===== src/rtl/im2col_ch_sequencer.sv =====
// Channel-loop controller for the Im2Col input unit: walks one convolution job
// channel by channel, pulsing start per channel and waiting for the unit to finish.
module im2col_ch_sequencer #(
  parameter int CH_W   = 7,
  parameter int TO_W   = 12,
  parameter int TO_MAX = 4000
) (
  input  logic            i_clk,
  input  logic            i_rst,
  input  logic            i_cfg_valid,
  output logic            o_cfg_ready,
  input  logic [CH_W-1:0] i_cfg_num_ch,
  input  logic            i_cfg_square,
  input  logic            i_cfg_stride,
  input  logic            i_abort,
  output logic            o_w_square,
  output logic            o_w_vector,
  output logic            o_stride,
  output logic [CH_W-1:0] o_current_ch,
  output logic            o_start,
  input  logic            i_started,
  input  logic            i_finish,
  input  logic            i_sa_ready,
  output logic            o_ch_done,
  output logic            o_busy,
  output logic            o_done,
  output logic            o_error
);

  typedef enum logic [2:0] {
    ST_IDLE,
    ST_LAUNCH,
    ST_WAIT_STRT,
    ST_RUN,
    ST_NEXT,
    ST_FIN
  } state_t;

  localparam logic [TO_W-1:0] WD_LAST = TO_W'(TO_MAX - 1);

  state_t          state_reg;
  logic [CH_W-1:0] num_ch_reg;
  logic [TO_W-1:0] wd_reg;
  logic            finish_q_reg;
  logic            finish_rise;

  // A finish level carried over from the previous channel must not count.
  assign finish_rise = i_finish & ~finish_q_reg;

  always_ff @(posedge i_clk) begin
    if (i_rst) begin
      state_reg    <= ST_IDLE;
      num_ch_reg   <= '0;
      wd_reg       <= '0;
      finish_q_reg <= 1'b0;
      o_cfg_ready  <= 1'b1;
      o_w_square   <= 1'b0;
      o_w_vector   <= 1'b0;
      o_stride     <= 1'b0;
      o_current_ch <= '0;
      o_start      <= 1'b0;
      o_ch_done    <= 1'b0;
      o_busy       <= 1'b0;
      o_done       <= 1'b0;
      o_error      <= 1'b0;
    end else begin
      finish_q_reg <= i_finish;
      o_start      <= 1'b0;
      o_ch_done    <= 1'b0;
      o_done       <= 1'b0;

      case (state_reg)
        ST_IDLE: begin
          if (i_cfg_valid) begin
            num_ch_reg   <= i_cfg_num_ch;
            o_current_ch <= '0;
            o_error      <= 1'b0;
            o_cfg_ready  <= 1'b0;
            o_busy       <= 1'b1;
            o_w_square   <= i_cfg_square;
            o_w_vector   <= ~i_cfg_square;
            o_stride     <= i_cfg_stride;
            if (i_cfg_num_ch == '0) begin
              state_reg <= ST_FIN;
              o_done    <= 1'b1;
            end else begin
              state_reg <= ST_LAUNCH;
            end
          end
        end

        ST_LAUNCH: begin
          if (i_abort) begin
            state_reg <= ST_FIN;
            o_done    <= 1'b1;
          end else if (i_sa_ready) begin
            o_start   <= 1'b1;
            wd_reg    <= '0;
            state_reg <= ST_WAIT_STRT;
          end
        end

        ST_WAIT_STRT: begin
          if (i_abort) begin
            state_reg <= ST_FIN;
            o_done    <= 1'b1;
          end else if (i_started) begin
            state_reg <= ST_RUN;
          end else if (wd_reg == WD_LAST) begin
            o_error   <= 1'b1;
            state_reg <= ST_FIN;
            o_done    <= 1'b1;
          end else begin
            wd_reg <= wd_reg + TO_W'(1);
          end
        end

        ST_RUN: begin
          if (i_abort) begin
            state_reg <= ST_FIN;
            o_done    <= 1'b1;
          end else if (finish_rise) begin
            o_ch_done <= 1'b1;
            state_reg <= ST_NEXT;
          end
        end

        ST_NEXT: begin
          if (i_abort) begin
            state_reg <= ST_FIN;
            o_done    <= 1'b1;
          end else if (o_current_ch == num_ch_reg - CH_W'(1)) begin
            state_reg <= ST_FIN;
            o_done    <= 1'b1;
          end else begin
            o_current_ch <= o_current_ch + CH_W'(1);
            state_reg    <= ST_LAUNCH;
          end
        end

        ST_FIN: begin
          // Busy stays high through FIN; mode outputs return to 0 for IDLE.
          state_reg    <= ST_IDLE;
          o_busy       <= 1'b0;
          o_cfg_ready  <= 1'b1;
          o_w_square   <= 1'b0;
          o_w_vector   <= 1'b0;
          o_stride     <= 1'b0;
          o_current_ch <= '0;
        end

        default: begin
          state_reg <= ST_IDLE;
        end
      endcase
    end
  end

endmodule


===== config.mk =====
export PLATFORM = sky130hd
export DESIGN_NAME = im2col_ch_sequencer
export DESIGN_NICKNAME = d
export VERILOG_FILES = /design/src/rtl/im2col_ch_sequencer.sv
export SDC_FILE = /design/constraint.sdc
export NUM_CORES = 1
export LEC_CHECK = 0
export BUFFER_PORTS_ARGS = -buffer_cell sky130_fd_sc_hd__buf_2
export CAP_MARGIN = 0
export CORE_MARGIN = 2
export CORE_UTILIZATION = 30
export CTS_BUF_LIST = sky130_fd_sc_hd__clkbuf_4
export CTS_CLUSTER_SIZE = 24
export DETAILED_ROUTE_END_ITERATION = 16
export PLACE_DENSITY = 0.53
export SETUP_SLACK_MARGIN = 0.3
export SLEW_MARGIN = 20
export SYNTH_ARGS = -nofsm -noshare
export SYNTH_HDL_FRONTEND = slang
export SYNTH_SLANG_ARGS = --single-unit
export TNS_END_PERCENT = 20

===== constraint.sdc =====
create_clock -name i_clk -period 6.7 [get_ports i_clk]
set_input_delay 0.67 -clock i_clk [delete_from_list [all_inputs] [get_ports i_clk]]
set_output_delay 0.67 -clock i_clk [all_outputs]
set_load 0.01 [all_outputs]

# Word-level counts from Yosys, hierarchy flattened
# Cells that the tools add are included.
# Widths: inputs -> output; s select.
word_totals:
  ff_bits: 39
  input_bits: 16
  output_inout_bits: 16
  elab_cells: 103
op_classes:
  n_addsub: 3
  eq_ne: 19
  muxes: 47
  bitwise_logic: 5
  reduce_logical: 15
ops:
  columns: ["cell", "count"]
  rows:
  - ["$mux 12", 5]
  - ["$mux 3", 11]
  - ["$pmux 12 s2", 1]
  - ["$mux 7", 3]
  - ["$pmux 7 s3", 1]
  - ["$mux 1", 18]
  - ["$ne 2x2->1 const B", 9]
  - ["$pmux 3 s5", 1]
  - ["$add 12x1->12 const B", 1]
  - ["$eq 12x12->1 const B", 1]
  - ["$pmux 1 s2", 6]
  - ["$reduce_and 4->1", 2]
  - ["$add 7x1->7 const B", 1]
  - ["$eq 7x7->1", 1]
  - ["$logic_not 7->1", 1]
  - ["$sub 7x1->7 const B", 1]
  - ["$eq 3x2->1 const B", 2]
  - ["$eq 3x3->1 const B", 2]
  - ["$ne 3x3->1 const B", 2]
  - ["$reduce_and 6->1", 1]
  - ["$reduce_bool 2->1", 3]
  - ["$reduce_or 3->1", 2]
  - ["$reduce_and 5->1", 1]
  - ["$ne 4x4->1 const B", 1]
  - ["other kinds (8)", 12]

# Longest topological paths before layout
# Gate-level depths: netlist of run 1.
depth:
  word_depth: 5
  depth_mapped: 9
  ltp_nobuf: 8

# Worst setup path after synthesis of run 1
# OpenSTA, ideal clock, no wires.
synth_timing:
  path_type: "reg-to-reg"
  start: "register num_ch_reg[0]"
  end: "register state_reg[2]"
  setup_ns: 0.100
  arrival_time_ns: 2.042
  required_time_ns: 6.600
  path_slack_ns: 4.558
  path_stages_with_launch: 8
  path_buffers: 0
  period_less_slack_ns: 2.142
  cell_sequence: "dfxtp_1 inv_1 ha_1 o21ba_1 a221oi_2 a41oi_1 or4_4 a2111oi_4"
synth_via:
  elab_chain_cells: 5
synth_rtl:
  columns: ["element", "line", "source"]
  rows:
  - ["from (decl)", "42", "logic [CH_W-1:0] num_ch_reg;"]
  - ["from (signal assigned)", "75", "num_ch_reg <= i_cfg_num_ch;"]
  - ["$sub 7x1->7", "132", "end else if (o_current_ch == num_ch_reg - CH_W'(1)) begin"]
  - ["$eq 7x7->1", "132", null]
  - ["$mux 3", "132", null]
  - ["$mux 3", "129", "if (i_abort) begin"]
  - ["$pmux 3 s5", "72", "case (state_reg)"]
  - ["to (signal assigned)", "130", "state_reg <= ST_FIN;"]
  - ["to (signal assigned)", "133", "state_reg <= ST_FIN;"]
  - ["to (signal assigned)", "137", "state_reg <= ST_LAUNCH;"]
  - ["to (decl)", "41", "state_t state_reg;"]
# Every way passes these cells.
# A chain may end at the register's enable or synchronous reset.

# Worst setup path after layout of run 1
layout_timing:
  start: "register num_ch_reg[0]"
  end: "register o_current_ch[3]"
layout_via:
  elab_chain_cells: 4
layout_rtl:
  columns: ["element", "line", "source"]
  rows:
  - ["$sub 7x1->7", "132", null]
  - ["$eq 7x7->1", "132", null]
  - ["$ne 2x2->1 (no line)", null, null]
  - ["$reduce_and 4->1 (no line)", null, null]
  - ["to (signal assigned)", "136", "o_current_ch <= o_current_ch + CH_W'(1);"]
  - ["to (decl)", "19", "output logic [CH_W-1:0] o_current_ch,"]
# Every way passes these cells.

==> metrics, run 1 <==
status completed; Worst setup EP type register; clock share of power 29.8%; CP arrival 2840 ps; number of gates resized after cts 0; post-synthesis average cell area 8.30 um2; Synth Area in Compound Gates 17.9%; setup TNS 0 ps; area leader, netlist dfxtp_1; CTS tree done; Worst-path clk slew 120 ps; CP Class register to register; Mapped Cells 244; Worst-Margin Slew 966 ps; combinational share of power 21.2%; Fillers 691; Hold WC Path Type register to register; antenna cell count 0; most frequent cells in the layout 39 x dfxtp_1, 31 x buf_2, 30 x nand2_1; critical path launch point num_ch_reg[0]; Iter 0 DRT Violations 94; maximum vdd drop 0.0839 mV; Die H 86.2 um; total vias in the final route 1789; Tot Pwr 534 uW; pwr dens 231 mW/mm2; Async SR Flop Fraction 0%; drt first pass iters 4; main combinational cell family by area after synthesis simple AND/OR/NAND/NOR gates; RSZ-0062 raised after global routing false; Tot GR Track Use 13.1%; Final Util 35.9%; die area 0.00743 mm2; clock period minus worst slack 2610 ps; vias per cell 5.10; Routed wire per std cell 13.4 um; DRT antenna net count 0; Yosys reg bits 39; Clock Skew 7.17 ps; num ports 32; Seq pwr share 49.0%; Post-DP HPWL 3440 um; CTS max path bufs 2; initial antenna violation count 0; vias in the first global route 1663; post-synthesis mux area share 0%; total clock sinks 39; Leakage 0.000918 uW; first-pass GRT wire length 7780 um; H-tree depth 2; DRC 0; crit path launch type register; dpl cells 343; reg2reg start num_ch_reg[0]; max_slew headroom 34.9%; largest net degree at the start of global routing 24; final setup vio count 0; Simple-Gate Fraction of Synth Area 28.5%; initial core utilization 31.5%; EDFF count, synth 0; Area contributors post-synth dfxtp_1 39%, nand2_1 5.6%, nor2_1 5.4%; number of CTS-inserted buffers 5; count of cell types in the netlist 46; Rows 29; post-synthesis xor/xnor area fraction 9.51%; share of cells above drive strength 1 17.5%; final count of hold timing violations 0; post-layout net count 292; Adder-Cell Fraction of Synth Area 1.85%; wire length after detailed routing 4700 um; Ys Warns 0; share of Yosys cell area claimed by the top area cell type 38.5%; hold_buf cts 0; clk_lat worst skew 340 ps; I/O Buffers 31; top_reg_cell synth dfxtp_1; fin cells 351; hold path startpoint o_cfg_ready; most common cell after layout, fill and taps aside dfxtp_1; internal power consumption 366 uW; fin. max-slew vios 0; Mapped Nets 263; Clock Tree Root clkbuf_4; Seq/Total Area, Yosys 38.5%; Area Growth Syn to Fin 13.9%; gpl congestion 0.803; Switching Share 31.5%; post-CTS setup buffer count 0; max reg flops 12; grt total ovfl 0; die width 86.2 um; Core Box Area 0.00642 mm2; Max Cap Violations 0; WP data required 6940 ps; Fmax achieved 0.384 GHz; mapped cell area 0.00203 mm2; NetSw 168 uW; Critical Path Fanout Max 12; Final Cycle Share 38.9%
## cell type report
cell class	instances	area (um2)	share of cell area, %
sequential	39	781	33.8
multi-input combinational	188	1170	50.7
timing repair buffer	31	155	6.72
inverter	8	30.0	1.30
clock inverter	3	38.8	1.68
tap	77	96.3	4.18
clock buffer	5	37.5	1.63
## layer usage
layer	wire length (um)	vias up	part of all wire, %	global-route usage, %
met4	43	0	0.91	4.12
li1	-	912	-	-
met2	2090	37	45	20.6
met5	0	-	0	0
met1	2360	836	50	17.6
met3	207	4	4.4	3.62
## metrics by stage
stage	cell area (um2)	hold slack, ps	worst slack (ps)
floorplan	2030	448	4560
global placement	2230	436	4200
detailed placement	2230	434	4100
CTS	2310	452	4090
global route	2310	471	3820
finish	2310	453	4090
## Yosys cell counts, types with 4 or more instances
cell type / count
a21oi_1: 19
buf_2: 4
clkbuf_1: 4
dfxtp_1: 39
inv_1: 8
nand2_1: 30
nand3_1: 12
nor2_1: 29
nor2b_1: 4
nor3_1: 8
o211ai_1: 5
o21ai_0: 7
o21ai_1: 5
xnor2_1: 10
xor2_1: 12
## path summary, 6_finish.rpt
check / to / cells after the start / slack [ps]
worst max-delay path: o_current_ch[3] / 8 / 4090
worst max register to register: o_current_ch[3] / 8 / 4090
worst min register to register: o_cfg_ready / 2 / 450
worst min-delay path: o_cfg_ready / 2 / 450
## worst max-delay path, stage by stage (launching register included)
cell	delay (ps)
dfxtp_1	400
inv_1	70
ha_1	260
o21ba_1	200
a221oi_2	260
a41oi_1	100
o41ai_2	940
or3_1	210
a21oi_1	60
## power by group through the flow
stage | sequential [uW] | clock (uW) | combinational, uW
final | 262 | 159 | 113
after global routing | 264 | 175 | 126
after CTS | 262 | 166 | 114
after detailed placement | 267 | 0 | 113
after global placement | 267 | 0 | 112
after floorplan | 262 | 0 | 89.0
## cells by family after synthesis
kind of cell,count (synthesis)
fa+ha+maj,3
compound gates,51
xor+xnor,22
buf+inv,17
simple gates,112
flops,39
(Power assumes the default switching activity.)
==> run 2: changes to the inputs <==
- clock period: 6.7 -> 2.55 ns (I/O delays scaled with it)
==> run 2 against run 1 <==
Compared with the run above:
- routed wire length hardly changed
- clock power is 100% higher
- clock-buffer cell count stayed put
- via count is 0.67% lower
- die area stayed put
- hold slack worse by 310 ps
- core utilization is 0.29 points higher
- sequential power grew to 2.6 times the previous value
- combinational power grew to 2.8 times the previous value
- global-route usage is 0.20 points higher
- clock skew is 7.4 ps higher
- largest cell class unchanged
- largest power group unchanged
==> metrics, run 2 (same netlist as run 1, synthesis figures left out) <==
largest net degree at the start of global routing 23 (was 24); Tot GR Track Use 13.3% (was 13.1%); Hold WC Path Type input pin to register (was register to register); die area 0.00743 mm2 (unchanged); final setup vio count 0 (unchanged); fin. max-slew vios 0 (unchanged); DRC 0 (unchanged); Clock Tree Root clkbuf_4 (unchanged); CTS max path bufs 2 (unchanged); final setup margin 338 ps (was 4090 ps); antenna cell count 0 (unchanged); die width 86.2 um (unchanged); Fillers 667 (was 691); Placed Area 0.00226 mm2 (was 0.00223 mm2); crit path launch type register (unchanged); CTS tree done (unchanged); post-CTS setup buffer count 0 (unchanged); Cell Chain, Critical Path inv_1 > ha_1 > o21ba_1 > a221oi_2 > a41oi_1 > or4_4 > a2111oi_4 (was inv_1 > ha_1 > o21ba_1 > a221oi_2 > a41oi_1 > o41ai_2 > or3_1 > a21oi_1); fin cells 355 (was 351); Worst setup EP type register (unchanged); Worst-path clk slew 120 ps (about the same); Final Util 36.2% (was 35.9%); M1 wire length 2490 um (was 2360 um); Min-Delay Endpoint num_ch_reg[5] (was o_cfg_ready); CP arrival 2470 ps (was 2840 ps); DRT antenna net count 0 (unchanged); I/O Buffers 31 (unchanged); vias per cell 5.01 (was 5.10); pwr dens 568 mW/mm2 (was 231 mW/mm2); first-pass GRT wire length 7800 um (was 7780 um); Leakage 0.000925 uW (was 0.000918 uW); max reg flops 12 (unchanged); share of cells above drive strength 1 20.1% (was 17.5%); most common cell after layout, fill and taps aside dfxtp_1 (unchanged); Post-DP HPWL 3500 um (was 3440 um); total vias in the final route 1777 (was 1789); grt total ovfl 0 (unchanged); total clock sinks 39 (unchanged); H-tree depth 2 (unchanged); Area Growth Syn to Fin 14.8% (was 13.9%); CP Class register to register (unchanged); Fmax achieved 0.452 GHz (was 0.384 GHz); initial core utilization 31.5% (unchanged); Routed wire per std cell 13.3 um (was 13.4 um); clock period minus worst slack 2210 ps (was 2610 ps); Clock Skew 14.6 ps (was 7.17 ps); Top Layer Used met4 (unchanged); WP data required 2810 ps (was 6940 ps); cell count of the worst reg-to-reg path 7 (was 8); initial antenna violation count 0 (unchanged); drt first pass iters 4 (unchanged); maximum vdd drop 0.223 mV (was 0.0839 mV); FF-to-FF setup slack 340 ps (was 4090 ps); status completed (unchanged); Die H 86.2 um (unchanged); clk_lat worst skew 350 ps (was 340 ps); Final Cycle Share 86.7% (was 38.9%); fin area 0.00233 mm2 (was 0.00231 mm2); Critical Path Max Stage Delay 620 ps (was 940 ps); DR WL met3 186 um (was 207 um); max_slew headroom 67.0% (was 34.9%); num ports 32 (unchanged); vias in the first global route 1606 (was 1663); most frequent cells in the layout 37 x dfxtp_1, 31 x buf_2, 30 x nand2_1 (was 39 x dfxtp_1, 31 x buf_2, 30 x nand2_1); DR WL met2 1980 um (was 2090 um); gpl congestion 0.784 (was 0.803); Critical Path Fanout Max 5 (was 12); Max Cap Violations 0 (unchanged); dpl cells 347 (was 343); reg2reg end state_reg[2] (was o_current_ch[3]); Iter 0 DRT Violations 87 (was 94); number of CTS-inserted buffers 5 (unchanged); final count of hold timing violations 0 (unchanged); DP Worst Slack 306 ps (was 4100 ps); hold path startpoint i_cfg_num_ch[5] (was o_cfg_ready); reg2reg start num_ch_reg[0] (unchanged); post-layout net count 296 (was 292); setup TNS 0 ps (unchanged); worst hold stages 3 (was 2); Core Box Area 0.00642 mm2 (unchanged); wire length after detailed routing 4700 um (about the same); RSZ-0062 raised after global routing true (was false); Worst-Margin Slew 491 ps (was 966 ps); Rows 29 (unchanged); CP max-delay cell or4_4 (was o41ai_2)
==> run 2: cell types whose count changed in the layout (fill, tap and decap cells not counted), sizes merged <==
| cell | delta |
|---|---|
| bufinv | -1 |
| clkinv | -1 |
| buf | +4 |
| clkinvlp | +2 |
==> run 2: worst max-delay path: cells and delay by family (launching register included) <==
| kind | cells | cell delay [ps] |
|---|---|---|
| compound gates | 4 | 840 |
| fa+ha+maj | 1 | 250 |
| buf+inv | 1 | 60 |
| flops | 1 | 370 |
| simple gates | 1 | 620 |
==> run 2: cell type report <==
class	count	area [um2]	share of cell area [%]
clock inverter	3	20.0	0.861
tap	77	96.3	4.14
inverter	8	30.0	1.29
multi-input combinational	188	1170	50.5
clock buffer	5	37.5	1.61
timing repair buffer	35	185	7.96
sequential	39	783	33.7
==> run 2: what timing repair did <==
action                                  4_1_cts  5_1_grt
resized for setup                             1        2
endpoints found under the setup margin        2       17
hold buffers                                  0        0
==> run 2: metrics by stage <==
step                      total power, uW  hold WS [ps]
after floorplan                       922           335
after global placement               1010           436
after detailed placement             1010           436
after CTS                            1340           121
after global routing                 1410           133
final                                1320           139
==> run 2: where the power goes <==
group          switching, uW  internal (uW)  total [uW]
logic                    186            127         313
registers               43.6            643         687
clock network            217            105         322
==> run 2: routing by layer <==
metal	track usage, %	up-vias
met3	2.95	5
li1	-	925
met5	0	-
met2	19.4	32
met4	4.69	0
met1	19.4	815
==> run 2: worst max-delay path by stage <==
stage | from | end | slack [ps] | cells after the start
final | num_ch_reg[0] | state_reg[2] | 340 | 7
after global routing | num_ch_reg[0] | state_reg[2] | 180 | 7
after CTS | num_ch_reg[0] | o_done | 330 | 8
after detailed placement | num_ch_reg[0] | state_reg[2] | 310 | 7
after global placement | num_ch_reg[0] | state_reg[2] | 340 | 7
after floorplan | num_ch_reg[0] | state_reg[2] | 410 | 7
